==> src/rtl/mult_seq.sv <==
// -----------------------------------------------------------------------------
// mult_seq : sequential radix-2 shift-add multiplier feeding the HiLo register.
//
// Accepts one request at a time: MULT (signed) or MADDU (unsigned, HiLo
// accumulates). Each CALC cycle consumes one multiplier bit. When the product
// is ready it is registered on MultAns, and Signal pulses OUT for one cycle.
//
// Ports
//   clk      rising-edge clock
//   reset    asynchronous active-low reset
//   start    request strobe, sampled when the engine is free
//   Funct    6'b011001 = MULT, 6'b000001 = MADDU; other codes are ignored
//   dataA    multiplicand
//   dataB    multiplier
//   MultAns  registered 2*WIDTH-bit product, held until the next completion
//   Signal   6'b111111 during the DONE cycle, 6'b000000 otherwise
//   add      1 during the DONE cycle of a MADDU (HiLo accumulates)
//   busy     1 whenever the state is not IDLE
//
// Build option
//   MULT_EARLY_EXIT_EN : when defined, CALC ends as soon as the remaining
//                        multiplier is zero (minimum one step). Results are
//                        unchanged; only latency shrinks.
// -----------------------------------------------------------------------------
module mult_seq #(
    parameter int WIDTH = 32
) (
    input  logic                 clk,
    input  logic                 reset,
    input  logic                 start,
    input  logic [5:0]           Funct,
    input  logic [WIDTH-1:0]     dataA,
    input  logic [WIDTH-1:0]     dataB,
    output logic [2*WIDTH-1:0]   MultAns,
    output logic [5:0]           Signal,
    output logic                 add,
    output logic                 busy
);

    localparam int          PROD_W      = 2 * WIDTH;
    localparam int          CNT_W       = $clog2(WIDTH);
    localparam logic [5:0]  FUNCT_MULT  = 6'b011001;
    localparam logic [5:0]  FUNCT_MADDU = 6'b000001;
    localparam logic [5:0]  SIG_OUT     = 6'b111111;
    localparam logic [5:0]  SIG_NONE    = 6'b000000;
    localparam logic [CNT_W-1:0] LAST_STEP = CNT_W'(WIDTH - 1);

    typedef enum logic [1:0] {
        IDLE = 2'd0,
        CALC = 2'd1,
        DONE = 2'd2
    } state_t;

    state_t state, stateNext;

    logic [PROD_W-1:0] mcand;
    logic [WIDTH-1:0]  mplier;
    logic [PROD_W-1:0] acc;
    logic [CNT_W-1:0]  stepCnt;
    logic              sign;
    logic              opMaddu;

    logic              isMult;
    logic              isMaddu;
    logic              accept;
    logic              lastStep;
    logic              finish;
    logic [PROD_W-1:0] stepSum;
    logic [WIDTH-1:0]  mplierShift;
    logic [WIDTH-1:0]  magA;
    logic [WIDTH-1:0]  magB;

    // Unsigned magnitude of a signed operand; the most negative value maps to
    // itself, which is its correct unsigned magnitude.
    function automatic logic [WIDTH-1:0] absMag(input logic signed [WIDTH-1:0] x);
        return x[WIDTH-1] ? WIDTH'(-x) : WIDTH'(x);
    endfunction

    // Two's-complement negation of the full-width product, modulo 2^PROD_W.
    function automatic logic [PROD_W-1:0] negProd(input logic [PROD_W-1:0] v);
        return ~v + PROD_W'(1);
    endfunction

    always_comb begin
        isMult      = (Funct == FUNCT_MULT);
        isMaddu     = (Funct == FUNCT_MADDU);
        magA        = isMult ? absMag($signed(dataA)) : dataA;
        magB        = isMult ? absMag($signed(dataB)) : dataB;
        stepSum     = acc + (mplier[0] ? mcand : '0);
        mplierShift = mplier >> 1;
`ifdef MULT_EARLY_EXIT_EN
        lastStep    = (stepCnt == LAST_STEP) || (mplierShift == '0);
`else
        lastStep    = (stepCnt == LAST_STEP);
`endif
        // The DONE cycle's closing edge is also the first edge at which a
        // new request can be taken, so DONE accepts like IDLE does.
        accept      = start && (isMult || isMaddu) && ((state == IDLE) || (state == DONE));
        finish      = (state == CALC) && lastStep;
        busy        = (state != IDLE);
    end

    always_ff @(posedge clk or negedge reset) begin
        if (!reset) begin
            state <= IDLE;
        end else begin
            state <= stateNext;
        end
    end

    always_comb begin
        stateNext = state;
        case (state)
            IDLE:    if (accept) stateNext = CALC;
            CALC:    if (lastStep) stateNext = DONE;
            DONE:    stateNext = accept ? CALC : IDLE;
            default: stateNext = IDLE;
        endcase
    end

    always_ff @(posedge clk or negedge reset) begin
        if (!reset) begin
            mcand   <= '0;
            mplier  <= '0;
            acc     <= '0;
            stepCnt <= '0;
            sign    <= 1'b0;
            opMaddu <= 1'b0;
            MultAns <= '0;
            Signal  <= SIG_NONE;
            add     <= 1'b0;
        end else begin
            if (accept) begin
                mcand   <= {{WIDTH{1'b0}}, magA};
                mplier  <= magB;
                acc     <= '0;
                stepCnt <= '0;
                sign    <= isMult && (dataA[WIDTH-1] ^ dataB[WIDTH-1]);
                opMaddu <= isMaddu;
            end else if (state == CALC) begin
                acc     <= stepSum;
                mplier  <= mplierShift;
                mcand   <= mcand << 1;
                stepCnt <= stepCnt + CNT_W'(1);
            end

            // The final step's sum goes straight to the output register, so
            // the result is visible during the DONE cycle itself.
            if (finish) begin
                MultAns <= sign ? negProd(stepSum) : stepSum;
                Signal  <= SIG_OUT;
                add     <= opMaddu;
            end else begin
                Signal  <= SIG_NONE;
                add     <= 1'b0;
            end
        end
    end

endmodule
==> config.mk <==
export PLATFORM = sky130hd
export DESIGN_NAME = mult_seq
export DESIGN_NICKNAME = d
export VERILOG_FILES = /design/src/rtl/mult_seq.sv
export SDC_FILE = /design/constraint.sdc
export NUM_CORES = 1
export LEC_CHECK = 0
export CAP_MARGIN = 20
export CORE_ASPECT_RATIO = 0.6
export CORE_MARGIN = 2
export CORE_UTILIZATION = 45
export CTS_CLUSTER_DIAMETER = 30
export DETAILED_ROUTE_END_ITERATION = 6
export PLACE_DENSITY = 0.66
export SLEW_MARGIN = 10
export SYNTH_ARGS = -nofsm -noshare
export SYNTH_HDL_FRONTEND = slang
export SYNTH_SLANG_ARGS = --single-unit
==> constraint.sdc <==
create_clock -name clk -period 10.5 [get_ports clk]
set_input_delay 1.05 -clock clk [delete_from_list [all_inputs] [get_ports clk]]
set_output_delay 1.05 -clock clk [all_outputs]
set_load 0.01 [all_outputs]
==> results of run 1 <==
-- cells in the mapped netlist (all sizes together) (4+ instances only) --
master   number
a211o         4
a211oi       11
a21o         26
a21oi       110
a22o          4
a22oi        54
a31oi        25
and2         77
and3          7
and4         11
buf          26
clkbuf      107
dfrtp       235
ha           68
inv          30
mux2i         6
nand2       327
nand2b       15
nand3        85
nand3b        4
nand4        40
nor2        122
nor2b        12
nor3         34
nor4         19
o2111ai       4
o211a         4
o211ai       16
o21a         20
o21ai       283
o21bai        7
o31ai        27
o41ai        14
or2          15
or3          17
or4           7
or4b          4
xnor2        91
xor2         77
-- final cells by class --
| class | count | area, sq um | area share |
|---|---|---|---|
| Clock buffer | 53 | 1260 | 0.0619 |
| Tap cell | 504 | 631 | 0.0310 |
| Multi-Input combinational cell | 1692 | 10300 | 0.508 |
| Sequential cell | 235 | 5880 | 0.289 |
| Clock inverter | 35 | 492 | 0.0242 |
| Inverter | 30 | 113 | 0.00554 |
| Timing Repair Buffer | 169 | 1630 | 0.0802 |
-- routing by layer --
| metal | wire, microns | global-route usage | vias up | part of all wire |
|---|---|---|---|---|
| met5 | 0 | 0 | - | 0 |
| met1 | 28700 | 0.470 | 7732 | 0.52 |
| met4 | 661 | 0.0420 | 0 | 0.012 |
| met3 | 7130 | 0.112 | 61 | 0.13 |
| met2 | 18900 | 0.333 | 661 | 0.34 |
| li1 | - | - | 7707 | - |
-- sequential cells by signal (all words and copies together) (netlist names) --
| signal | cells |
|---|---|
| mcand | 64 |
| add | 1 |
| MultAns | 64 |
| sign | 1 |
| Signal | 1 |
| mplier | 32 |
| opMaddu | 1 |
| acc | 64 |
| stepCnt | 5 |
| state | 2 |
-- path summary, 6_finish.rpt --
kind	from	endpoint	slack, ns
worst max-delay path	mplier[0]	MultAns[40]	5.07
worst min-delay path	MultAns[50]	MultAns[50]	0.47
worst max register to register	mplier[0]	MultAns[40]	5.07
worst min register to register	MultAns[50]	MultAns[50]	0.47
max in group asynchronous	reset	mcand[36]	8.44
min in group asynchronous	reset	MultAns[3]	0.56
-- power by group through the flow --
stage	clock, mW	combinational (mW)	sequential [mW]
finish	1.66	1.92	1.37
global placement	0	1.84	1.36
detailed placement	0	1.87	1.37
CTS	1.68	1.88	1.36
floorplan	0	1.30	1.30
global route	1.73	2.11	1.40
-- stage by stage --
step	instance area, sq um	hold WS (ns)	worst slack (ns)
after floorplan	16800	0.435	5.67
after global placement	18600	0.460	5.18
after detailed placement	18600	0.469	5.08
after CTS	20300	0.481	5.07
after global routing	20300	0.500	4.64
final	20300	0.473	5.07
-- critical path: cells and delay by family (launching register included) --
family / cells / cell delay, ns
adders and majority gates: 2 / 0.56
DFF: 1 / 0.31
and+or+nand+nor: 6 / 2.12
buffers and inverters: 2 / 0.51
xor gates and xnor gates: 2 / 0.42
AOI/OAI and AO/OA: 5 / 1.35
-- placed cells by master (no fill, tap or decap), types with 7 or more instances in the layout --
cell type and count:
nand2b_1 14, a31oi_1 25, a21o_1 26, ha_1 68
o21ai_1 29, nor3_1 34, a21oi_1 104, o21a_1 20
and4_1 11, and3_1 7, clkdlybuf4s50_1 143, inv_6 10
nor2_1 121, xnor2_1 90, or3_1 17, a211oi_1 10
dfrtp_1 235, clkbuf_16 47, and2_1 77, o211ai_1 14
inv_1 30, o31ai_1 26, nand2_1 325, nand3_1 85
or4_1 7, nand4_1 38, nor2b_1 11, o41ai_1 13
a22oi_1 54, o21bai_1 7, nor4_1 17, bufinv_16 10
o21ai_0 253, xor2_1 77, or2_2 10, buf_4 24
-- kinds of logic after synthesis --
logic type               after synthesis
AND/OR/NAND/NOR                      806
XOR/XNOR                             168
adder cells (fa/ha/maj)               69
flip-flops                           235
buffers and inverters                163
AO/OA/AOI/OAI                        642
multiplexers                           7
==> out/qor.txt, run 1 <==
Cts bufs inserted - 47
Status - complete, no violations
CTS tree - built
First-pass DRT Iterations - 7
H-tree depth - 2
Worst setup SP type - flop
Clk sinks - 235
DRC Markers - 0
Internal - 2.95 mW
Area grow syn2layout - 20.9%
Crit path cell chain - buf_4 -> and2_1 -> ha_1 -> inv_1 -> fa_1 -> nand2b_1 -> a21oi_2 -> o21ai_2 -> a2111o_1 -> and3_1 -> xnor2_1 -> nor4_1 -> or4b_4 -> or4b_4 -> o41a_1 -> xor2_1 -> o21ai_1
Tmin final - 5.43 ns
Avg Synthesized Cell Area - 8.04 sq um
Placed Cells - 2630
Power density over the cells - 244 nW/um^2
Final Hold Fails - 0
Crit. End Element - flop
CP arrival - 5.85 ns
Final core occ - 0.556
Gr usage total - 0.284
P_leak - 8.63 nW
WL/cell - 20.4 microns
Rows - 54
Final Cycle Share - 0.518
CTS Buffer Depth - 3
GPL Wtd Cong - 0.998
Maximum vdd drop - 136 uV
Routed Antenna Nets - 0
Die X - 254 microns
Part of the power in registers - 0.276
RSZ-0062 raised after global routing - no
Final HPWL DP - 42000 microns
Final Max Tran Viols - 0
Ant diodes - 0
Post-synth top area share - 0.350
Core Area - 36600 sq um
Initial antenna violation count - 0
Mapped cell area - 16800 sq um
Post-synth EDFFs - 0
#FFs+latches synth - 235
Via density - 5.95
Final cell count without fillers - 2718
Sequential area share after synthesis - 0.350
Synth Flop Type - dfrtp_1
DR iter-0 viols - 1611
Reg2reg path depth - 17
Final setup violation count - 0
XOR/XNOR Fraction of Synth Area - 0.0880
CTS resizes - 0
Main combinational cell family by area after synthesis - compound AO/OA/AOI/OAI gates
First-pass GRT wire length - 86500 microns
Fin nets - 2317
Final Skew - 0.0164 ns
Cells after Synth - 2090
WP data required - 10.91 ns
Vias in the first global route - 14838
Adder-Cell Fraction of Synth Area - 0.0518
Worst path most repeated cell - or4b_4
Final WL - 55400 microns
Share of cells above drive strength 1 - 0.0709
Crit path largest cell delay - 0.53 ns
Number of fill cells in the layout - 3383
Hold Crit Depth - 2
Worst-Margin Slew - 0.970 ns
Crit Path Class - flop to flop
Ranking of synthesized cells by area - dfrtp_1, o21ai_0, nand2_1
Largest area contributor in the netlist - dfrtp_1
Largest net degree at the start of global routing - 110
Port buffer count - 144
Syn_nets - 2232
Yosys cell types - 86
Chip Height - 154 microns
Worst Hold Class - flop to flop
Critical path peak fanout - 65
Initial Util - 0.460
Routed vias - 16161
Setup TNS - 0 ns
Overall power - 4.95 mW
Switching power - 2.00 mW
Max Cap Viol - 0
Clock power share - 0.335
Synth Area in Simple Gates - 0.232
DIE AREA - 39000 sq um
Remaining global-route overflow - 0
Yosys Warn Count - 0
Clock Latency Late Sink - 0.56 ns
Boundary Pins - 145
Async set-reset flop share out of synthesis - 1.00
Rel. slew slack - 0.349
Compound-Gate Fraction of Synth Area - 0.235
Post-CTS Setup Bufs - 0
Clock slew at reported path FFs - 0.05 ns
Multiplexer share of the synthesized area - 0.00424
Critical path's slowest cell - or4b_4
Post-CTS Hold Fix Bufs - 0
Fmax - 184 MHz
Comb power frac - 0.388
Root Buffer - clkbuf_16
Switching share of total power - 0.405
Power figures use the tool's default switching activity.
==> inputs of run 2 (changes only) <==
Settings changed: PLACE_DENSITY 0.66 to 0.68.
Clock period 10.5 ns to 4.8 ns, I/O delays scaled along.
==> run 2 against run 1 <==
  * Setup slack worse by 4.9 ns
  * Critical path type unchanged
  * First-iteration DRC count is 23% higher
  * Largest cell class unchanged
  * Combinational power rose to 2.5 times the previous value
  * Critical path depth increased by 1
  * Sequential power increased by 120%
  * Via count increased by 2.8%
  * Wire length grew 5.0%
  * Non-clock buffer count is 101 higher
  * Count of clock-buffer cells in the layout rose by 1
  * Register-to-register slack got worse by 4.9 ns
  * Cell count up 3.6%
==> out/qor.txt, run 2 (same netlist as run 1, synthesis figures left out) <==
Worst setup SP type - flop
Clock slew at reported path FFs - 0.06 ns (about the same)
P_leak - 9.06 nW (+4.9%)
RSZ-0062 raised after global routing - yes
Largest registers - MultAns: 64 flops, acc: 64 flops, mcand: 64 flops
Placed Cells - 2726 (+3.7%)
Clk sinks - 235 (unchanged)
DRC Markers - 0 (unchanged)
Cts bufs inserted - 46 (-2.1%)
Share of cells above drive strength 1 - 0.116 (+0.0450)
H-tree depth - 2 (unchanged)
CTS Buffer Depth - 3 (unchanged)
Remaining global-route overflow - 0 (unchanged)
Port buffer count - 144 (unchanged)
Setup TNS - 0 ns (unchanged)
Final setup violation count - 0 (unchanged)
Final Max Tran Viols - 0 (unchanged)
DR iter-0 viols - 1974 (+23%)
Final Hold Fails - 0 (unchanged)
Footprint of the multi-input gates - 10400 sq um (+1.2%)
Status - complete, no violations
Routed vias - 16613 (+2.8%)
Worst Hold Class - flop to flop
Hold Crit Depth - 2 (unchanged)
Tmin final - 4.63 ns (-0.803 ns)
DIE AREA - 39000 sq um (unchanged)
Fin nets - 2417 (+4.3%)
Initial antenna violation count - 0 (unchanged)
Rel. slew slack - 0.271 (-0.0779)
GPL Wtd Cong - 1.01 (+0.76%)
Vias in the first global route - 15098 (+1.8%)
Number of fill cells in the layout - 3333 (-1.5%)
WL/cell - 20.7 microns (+1.4%)
Initial Util - 0.460 (unchanged)
First-pass GRT wire length - 89800 microns (+3.8%)
Final WL - 58200 microns (+5.0%)
Worst-Margin Slew - 1.09 ns (+0.124 ns)
Final Cycle Share - 0.965 (+0.447)
Fmax - 216 MHz (+17%)
Final Skew - 0.0181 ns (+0.00173 ns)
Root Buffer - clkbuf_16
Area grow syn2layout - 25.2%
CTS tree - built
Final HPWL DP - 45000 microns (+7.1%)
Critical path peak fanout - 6 (-91%)
Crit. End Element - flop
Clock Latency Late Sink - 0.55 ns (about the same)
Via density - 5.90 (-0.78%)
Power density over the cells - 531 nW/um^2 (+120%)
Ant diodes - 0 (unchanged)
Register area - 5880 sq um (unchanged)
WP data required - 5.20 ns (-5.71 ns)
Overall power - 11.2 mW (+130%)
Chip Height - 154 microns (unchanged)
Rows - 54 (unchanged)
Commonest non-fill, non-tap cells in the layout - nand2_1, o21ai_0, dfrtp_1
Crit Path Class - flop to flop
Max Cap Viol - 0 (unchanged)
Most common cell after layout, fill and taps aside - nand2_1
Final cell count without fillers - 2816 (+3.6%)
Area of placed instances - 19300 sq um (+4.1%)
Largest net degree at the start of global routing - 107 (-2.7%)
Gr usage total - 0.297 (+0.0135)
Post-Layout Inst Area - 21000 sq um (+3.5%)
First-pass DRT Iterations - 6 (-1)
Reg2reg path depth - 18 (+1)
CP arrival - 5.04 ns (-0.81 ns)
Maximum vdd drop - 265 uV (+94%)
Routed Antenna Nets - 0 (unchanged)
Boundary Pins - 145 (unchanged)
Die X - 254 microns (unchanged)
Core Area - 36600 sq um (unchanged)
-- run 2: repair_timing --
item | 4_1_cts | 5_1_grt
endpoints found under the hold margin | 12 | 0
buffers inserted | 0 | 4
resized for setup | 0 | 24
endpoints found under the setup margin | 0 | 26
hold buffers | 1 | 0
-- run 2: area by class of cell --
class / instances / area share
inverters: 30 / 0.00535
multi-input cells: 1692 / 0.496
repair buffers: 270 / 0.115
well taps: 504 / 0.0300
clock buffers: 54 / 0.0591
clock inverters: 31 / 0.0145
flip-flops and latches: 235 / 0.280
-- run 2: path summary, 6_finish.rpt --
check	start	end	slack (ns)
min in group asynchronous	reset	MultAns[3]	0.50
hold reg to reg	MultAns[35]	MultAns[35]	0.48
setup / recovery	mplier[0]	MultAns[58]	0.17
hold / removal	MultAns[35]	MultAns[35]	0.48
setup reg to reg	mplier[0]	MultAns[58]	0.17
max in group asynchronous	reset	acc[40]	3.24
-- run 2: per-stage QoR --
step / util / setup slack [ns] / hold slack, ns
2_1_floorplan: - / 0.0126 / 0.184
3_3_place_gp: 0.529 / 0.121 / 0.460
3_5_place_dp: 0.529 / 0.0828 / 0.469
4_1_cts: 0.571 / 0.0706 / 0.484
5_1_grt: 0.576 / -0.0204 / 0.506
6_report: 0.576 / 0.169 / 0.479
-- run 2: power by group --
part | internal [mW] | total (mW) | switching (mW)
registers | 2.54 | 3.07 | 0.528
logic | 1.94 | 4.88 | 2.95
clock network | 2.01 | 3.21 | 1.20
-- run 2: critical path, cell delays in order, from the launching register on --
cell and delay, ns:
dfrtp_1 0.39, and2_1 0.19, ha_1 0.18, inv_1 0.05
fa_1 0.40, nand2b_4 0.18, a21oi_4 0.29, o21ai_4 0.14
a2111o_1 0.45, and3_2 0.27, a211oi_1 0.42, o21ai_0 0.18
a22oi_1 0.31, buf_4 0.19, nand3_1 0.14, buf_4 0.18
o31ai_1 0.28, xnor2_1 0.17, o21ai_1 0.09
-- run 2: routing by layer --
| layer | GRT usage | wire length (microns) |
|---|---|---|
| met3 | 0.118 | 8060 |
| met2 | 0.339 | 19700 |
| met5 | 0.0186 | 100 |
| met4 | 0.0397 | 496 |
| met1 | 0.499 | 29900 |
==> inputs of run 3 (changes only) <==
Settings changed: ABC_AREA set to 0, PLACE_DENSITY 0.68 to 0.66.
Clock period 4.8 ns to 4.4 ns, I/O delays scaled along.
==> run 3 against run 2 <==
  * The run now ends with negative setup slack left
  * Critical endpoint is now MultAns[40]
  * Largest power group unchanged
  * Largest cell class unchanged
  * Sequential share of layout area fell by 2.6 points
  * Worst hold slack got worse by 0.034 ns
  * Maximum frequency rose by 2.6%
  * Register-to-register slack got worse by 0.28 ns
  * Clock skew fell by 0.0054 ns
  * Power rose by 18%
  * Count of clock-buffer cells in the layout fell by 8
  * Die area did not move
==> out/qor.txt, run 3 (same netlist as run 1, synthesis figures left out) <==
Area grow syn2layout - 38.0%
Clk sinks - 235 (unchanged)
Vias in the first global route - 15820 (+4.8%)
CTS Buffer Depth - 3 (unchanged)
Final Hold Fails - 0 (unchanged)
Max Cap Viol - 0 (unchanged)
Crit. End Element - flop
Maximum vdd drop - 366 uV (+38%)
WP buf/inv - 3 (unchanged)
Rel. slew slack - 0.487 (+0.216)
Clock power share - 0.259 (-0.028)
RSZ-0062 raised after global routing - yes
Reg2reg path depth - 17 (-1)
Via density - 5.79 (-1.9%)
CTS tree - built
Hold_ws - 0.445 ns (-0.0338 ns)
Final Cycle Share - 1.03 (+0.0606)
Status - finished, violations left
Chip Height - 154 microns (unchanged)
Fin nets - 2622 (+8.5%)
Clock slew at reported path FFs - 0.06 ns (about the same)
Port buffer count - 144 (unchanged)
DR iter-0 viols - 1818 (-7.9%)
Cts bufs inserted - 42 (-8.7%)
DRC Markers - 0 (unchanged)
Final HPWL DP - 48300 microns (+7.5%)
Ant diodes - 0 (unchanged)
Routed vias - 17452 (+5.1%)
Final WL - 61800 microns (+6.2%)
WP data required - 4.81 ns (-0.39 ns)
Share of cells above drive strength 1 - 0.221 (+0.105)
Switching share of total power - 0.413 (-0.00532)
Gr usage total - 0.313 (+0.0153)
Worst-Margin Slew - 0.770 ns (-0.324 ns)
Overall power - 13.2 mW (+18%)
Tmin final - 4.51 ns (-0.119 ns)
Violated checks - negative setup slack
Rows - 54 (unchanged)
Worst Slack Setup Final - -0.112 ns (-0.281 ns)
Die X - 254 microns (unchanged)
Core Area - 36600 sq um (unchanged)
Part of the power in registers - 0.252 (-0.023)
Comb power frac - 0.489 (+0.051)
Crit path largest cell delay - 0.57 ns (+0.12 ns)
Most common cell after layout, fill and taps aside - buf_4
Clock Latency Late Sink - 0.55 ns (about the same)
Worst Hold Class - input port to asynchronous set/reset pin
WL/cell - 20.5 microns (-0.85%)
Final setup violation count - 4 (+4)
Setup slack, reg-to-reg - -0.11 ns (-0.28 ns)
Initial Util - 0.460 (unchanged)
Worst setup SP type - flop
Crit Path Class - flop to flop
Power density over the cells - 570 nW/um^2 (+7.4%)
H-tree depth - 2 (unchanged)
Internal - 7.75 mW (+19%)
Switching power - 5.46 mW (+17%)
Root Buffer - clkbuf_16
Fmax - 222 MHz (+2.6%)
P_leak - 10.2 nW (+13%)
Largest registers - MultAns: 64 flops, acc: 64 flops, mcand: 64 flops
Critical path peak fanout - 20 (+14)
CP arrival - 4.92 ns (-0.12 ns)
Post-Layout Inst Area - 23200 sq um (+10%)
DIE AREA - 39000 sq um (unchanged)
Remaining global-route overflow - 0 (unchanged)
Critical path's slowest cell - or4b_4
Worst r2r dst - MultAns[40]
Final Max Tran Viols - 0 (unchanged)
First-pass DRT Iterations - 5 (-1)
Family with the most delay on the worst path - simple AND/OR/NAND/NOR gates
RR Startpoint - mplier[0]
Boundary Pins - 145 (unchanged)
Routed Antenna Nets - 0 (unchanged)
Area of placed instances - 20900 sq um (+7.9%)
Crit path cell chain - buf_12 -> buf_4 -> and2_1 -> ha_1 -> buf_4 -> a21oi_4 -> o21ai_2 -> nor2b_2 -> o31a_1 -> a31oi_1 -> xor2_1 -> nand2_1 -> or4b_4 -> or4b_4 -> o41a_1 -> xor2_1 -> o21ai_1
GPL Wtd Cong - 1.07 (+6.5%)
Largest net degree at the start of global routing - 88 (-18%)
Initial antenna violation count - 0 (unchanged)
First-pass GRT wire length - 93500 microns (+4.2%)
Final Skew - 0.0127 ns (-0.00541 ns)
Commonest non-fill, non-tap cells in the layout - buf_4, nand2_1, o21ai_0
-- run 3: per-layer routing --
metal / track usage / vias up / part of all wire
li1: - / 8300 / -
met1: 0.522 / 8351 / 0.52
met5: 0 / - / 0
met4: 0.0380 / 0 / 0.0067
met2: 0.357 / 763 / 0.34
met3: 0.134 / 38 / 0.14
-- run 3: worst register-to-register path: cells and delay by family, from the launching register on --
kind	cells	cell delay, ns
xor+xnor	2	0.42
compound gates	6	1.19
fa+ha+maj	1	0.30
simple gates	5	1.58
flops	1	0.40
buf+inv	3	0.49
-- run 3: metrics by stage --
stage	util	worst slack (ns)	setup TNS, ns	cells
final	0.634	-0.112	-0.163	3016
after global routing	0.634	-0.285	-3.16	3016
after CTS	0.620	-0.0584	-0.107	3009
after detailed placement	0.571	-0.202	-1.73	2924
after global placement	0.571	-0.193	-0.974	2924
after floorplan	-	0.00527	0	2090
-- run 3: area by class of cell --
| class | instances | area (sq um) |
|---|---|---|
| Fill cell | 3141 | 13400 |
| Multi-Input combinational cell | 1692 | 11100 |
| Sequential cell | 235 | 5880 |
| Timing Repair Buffer | 479 | 4020 |
| Clock buffer | 46 | 1100 |
| Tap cell | 504 | 631 |
| Clock inverter | 30 | 388 |
| Inverter | 30 | 113 |
-- run 3: power by group through the flow --
stage / registers, mW / logic, mW / clock network [mW]
finish: 3.33 / 6.46 / 3.42
global route: 3.40 / 6.97 / 3.55
CTS: 3.30 / 5.93 / 3.46
detailed placement: 3.32 / 5.77 / 0
global placement: 3.31 / 5.69 / 0
floorplan: 3.10 / 3.13 / 0
-- run 3: what timing repair did --
| item | 4_1_cts | 5_1_grt |
|---|---|---|
| hold buffers | 1 | 0 |
| resized for setup | 42 | 98 |
| endpoints found under the setup margin | 24 | 33 |
| endpoints found under the hold margin | 75 | 0 |
| pin swaps | 19 | 31 |
| setup buffers | 8 | 7 |
-- run 3: worst max path at each step --
stage	from	endpoint	slack, ns	cells after the start
finish	mplier[0]	MultAns[40]	-0.11	17
CTS	mplier[0]	MultAns[40]	-0.06	18
global placement	mplier[0]	MultAns[40]	-0.19	16
global route	mplier[0]	MultAns[62]	-0.28	22
floorplan	mplier[0]	MultAns[40]	0.005	18
detailed placement	mplier[0]	MultAns[40]	-0.20	16
==> RTL change, RTL diff (config.mk and constraints of run 3) <==
Encoding of `state_t`: now one-hot (3 bits for 3 states).
--- a/src/rtl/mult_seq.sv
+++ b/src/rtl/mult_seq.sv
@@ -47,6 +47,6 @@
 
-    typedef enum logic [1:0] {
-        IDLE = 2'd0,
-        CALC = 2'd1,
-        DONE = 2'd2
+    typedef enum logic [2:0] {
+        IDLE = 3'b001,
+        CALC = 3'b010,
+        DONE = 3'b100
     } state_t;
Check against the original RTL: no difference found for any inputs over 4 cycles, from zero or initial values and one cycle with reset low; so few cycles prove little.
==> RTL change against run 3 <==
- count of clock-buffer cells in the layout is 5 higher
- synthesized cell count is 0.48% higher
- synthesized area grew 0.89%
- final cell count grew 4.3%
- sequential cell count up 1
- highest routed layer unchanged
- routed wire length grew 3.5%
- the run still ends with negative setup slack left
- power is 15% higher
- design area rose by 5.3%
- core utilization up 1.8 points
- setup slack got worse by 0.15 ns
- combinational power up 37%
==> RTL change: results (changes against run 3) <==
status=finished with violations; failing checks=negative setup slack; Leak=10.78 nW (+5.4%); PnR worst setup slack=-0.2609 ns (-0.1491 ns); bufs w/o clock=581 (+21%); ranking of synthesized cells by area=dfrtp_1 35%, nand2_1 8.3%, o21ai_0 6.8%, xnor2_1 5.1%, ha_1 5.0%; Setup-failing EPs final=30 (+26); XOR/XNOR Fraction of Synth Area=8.935% (+0.14 points); setup tns final=-3.715 ns (-3.552 ns); hpwl dp=48.88 mm (+1.1%); Iteration-0 DRC Markers=1,987 (+9.3%); GPL Wtd Cong=0.9731 (-9.1%); syn avg cell area=8.076 sq um (+0.41%); comb_multi_in=1,709 (+1.0%); Gate power share=57.9% (+9.0 points); largest net degree at the start of global routing=115 (+31%); Critical Path Max Stage Delay=0.59 ns (+0.02 ns); fraction of standard cell area in multi-input logic=46.67% (-1.0 points); Setup Buffers After CTS=14 (+6); Seq. cell area=0.005908 sq mm (+0.47%); combinational cell power=8.83 mW (+37%); final-layout clock buffer total=51 (+11%); Synth Area in Compound Gates=23.60% (+0.066 points); Mapped Nets=2,242 (+0.45%); RR Endpoint=MultAns[53]$_DFFE_PN0P_; initial antenna violation count=2 (+2)
## RTL change: cell count changes after synthesis, moves of 10 or more
cell and change:
nand3_1 -13, buf_2 +16, a31oi_1 +16, a21oi_1 +13, o21ai_0 -22, nand2_1 +49
a22oi_1 -22, clkbuf_1 -21, nand2b_1 -10
## RTL change: cells by family after synthesis
group	Yosys count
AO/OA/AOI/OAI	633
AND/OR/NAND/NOR	829
buffers and inverters	155
XOR/XNOR	173
multiplexers	5
adder cells (fa/ha/maj)	69
flip-flops	236
## RTL change: worst register-to-register path, stage by stage (launching register included)
cell and delay (ns):
dfrtp_2 0.46, buf_6 0.15, buf_12 0.15, and2_1 0.17
ha_1 0.31, a21oi_1 0.30, o21ai_0 0.20, nor2b_1 0.17
a211o_1 0.31, or3_4 0.38, a211o_1 0.28, or4b_4 0.54
or4_4 0.59, o21ai_2 0.16, xnor2_1 0.09, mux2_2 0.29
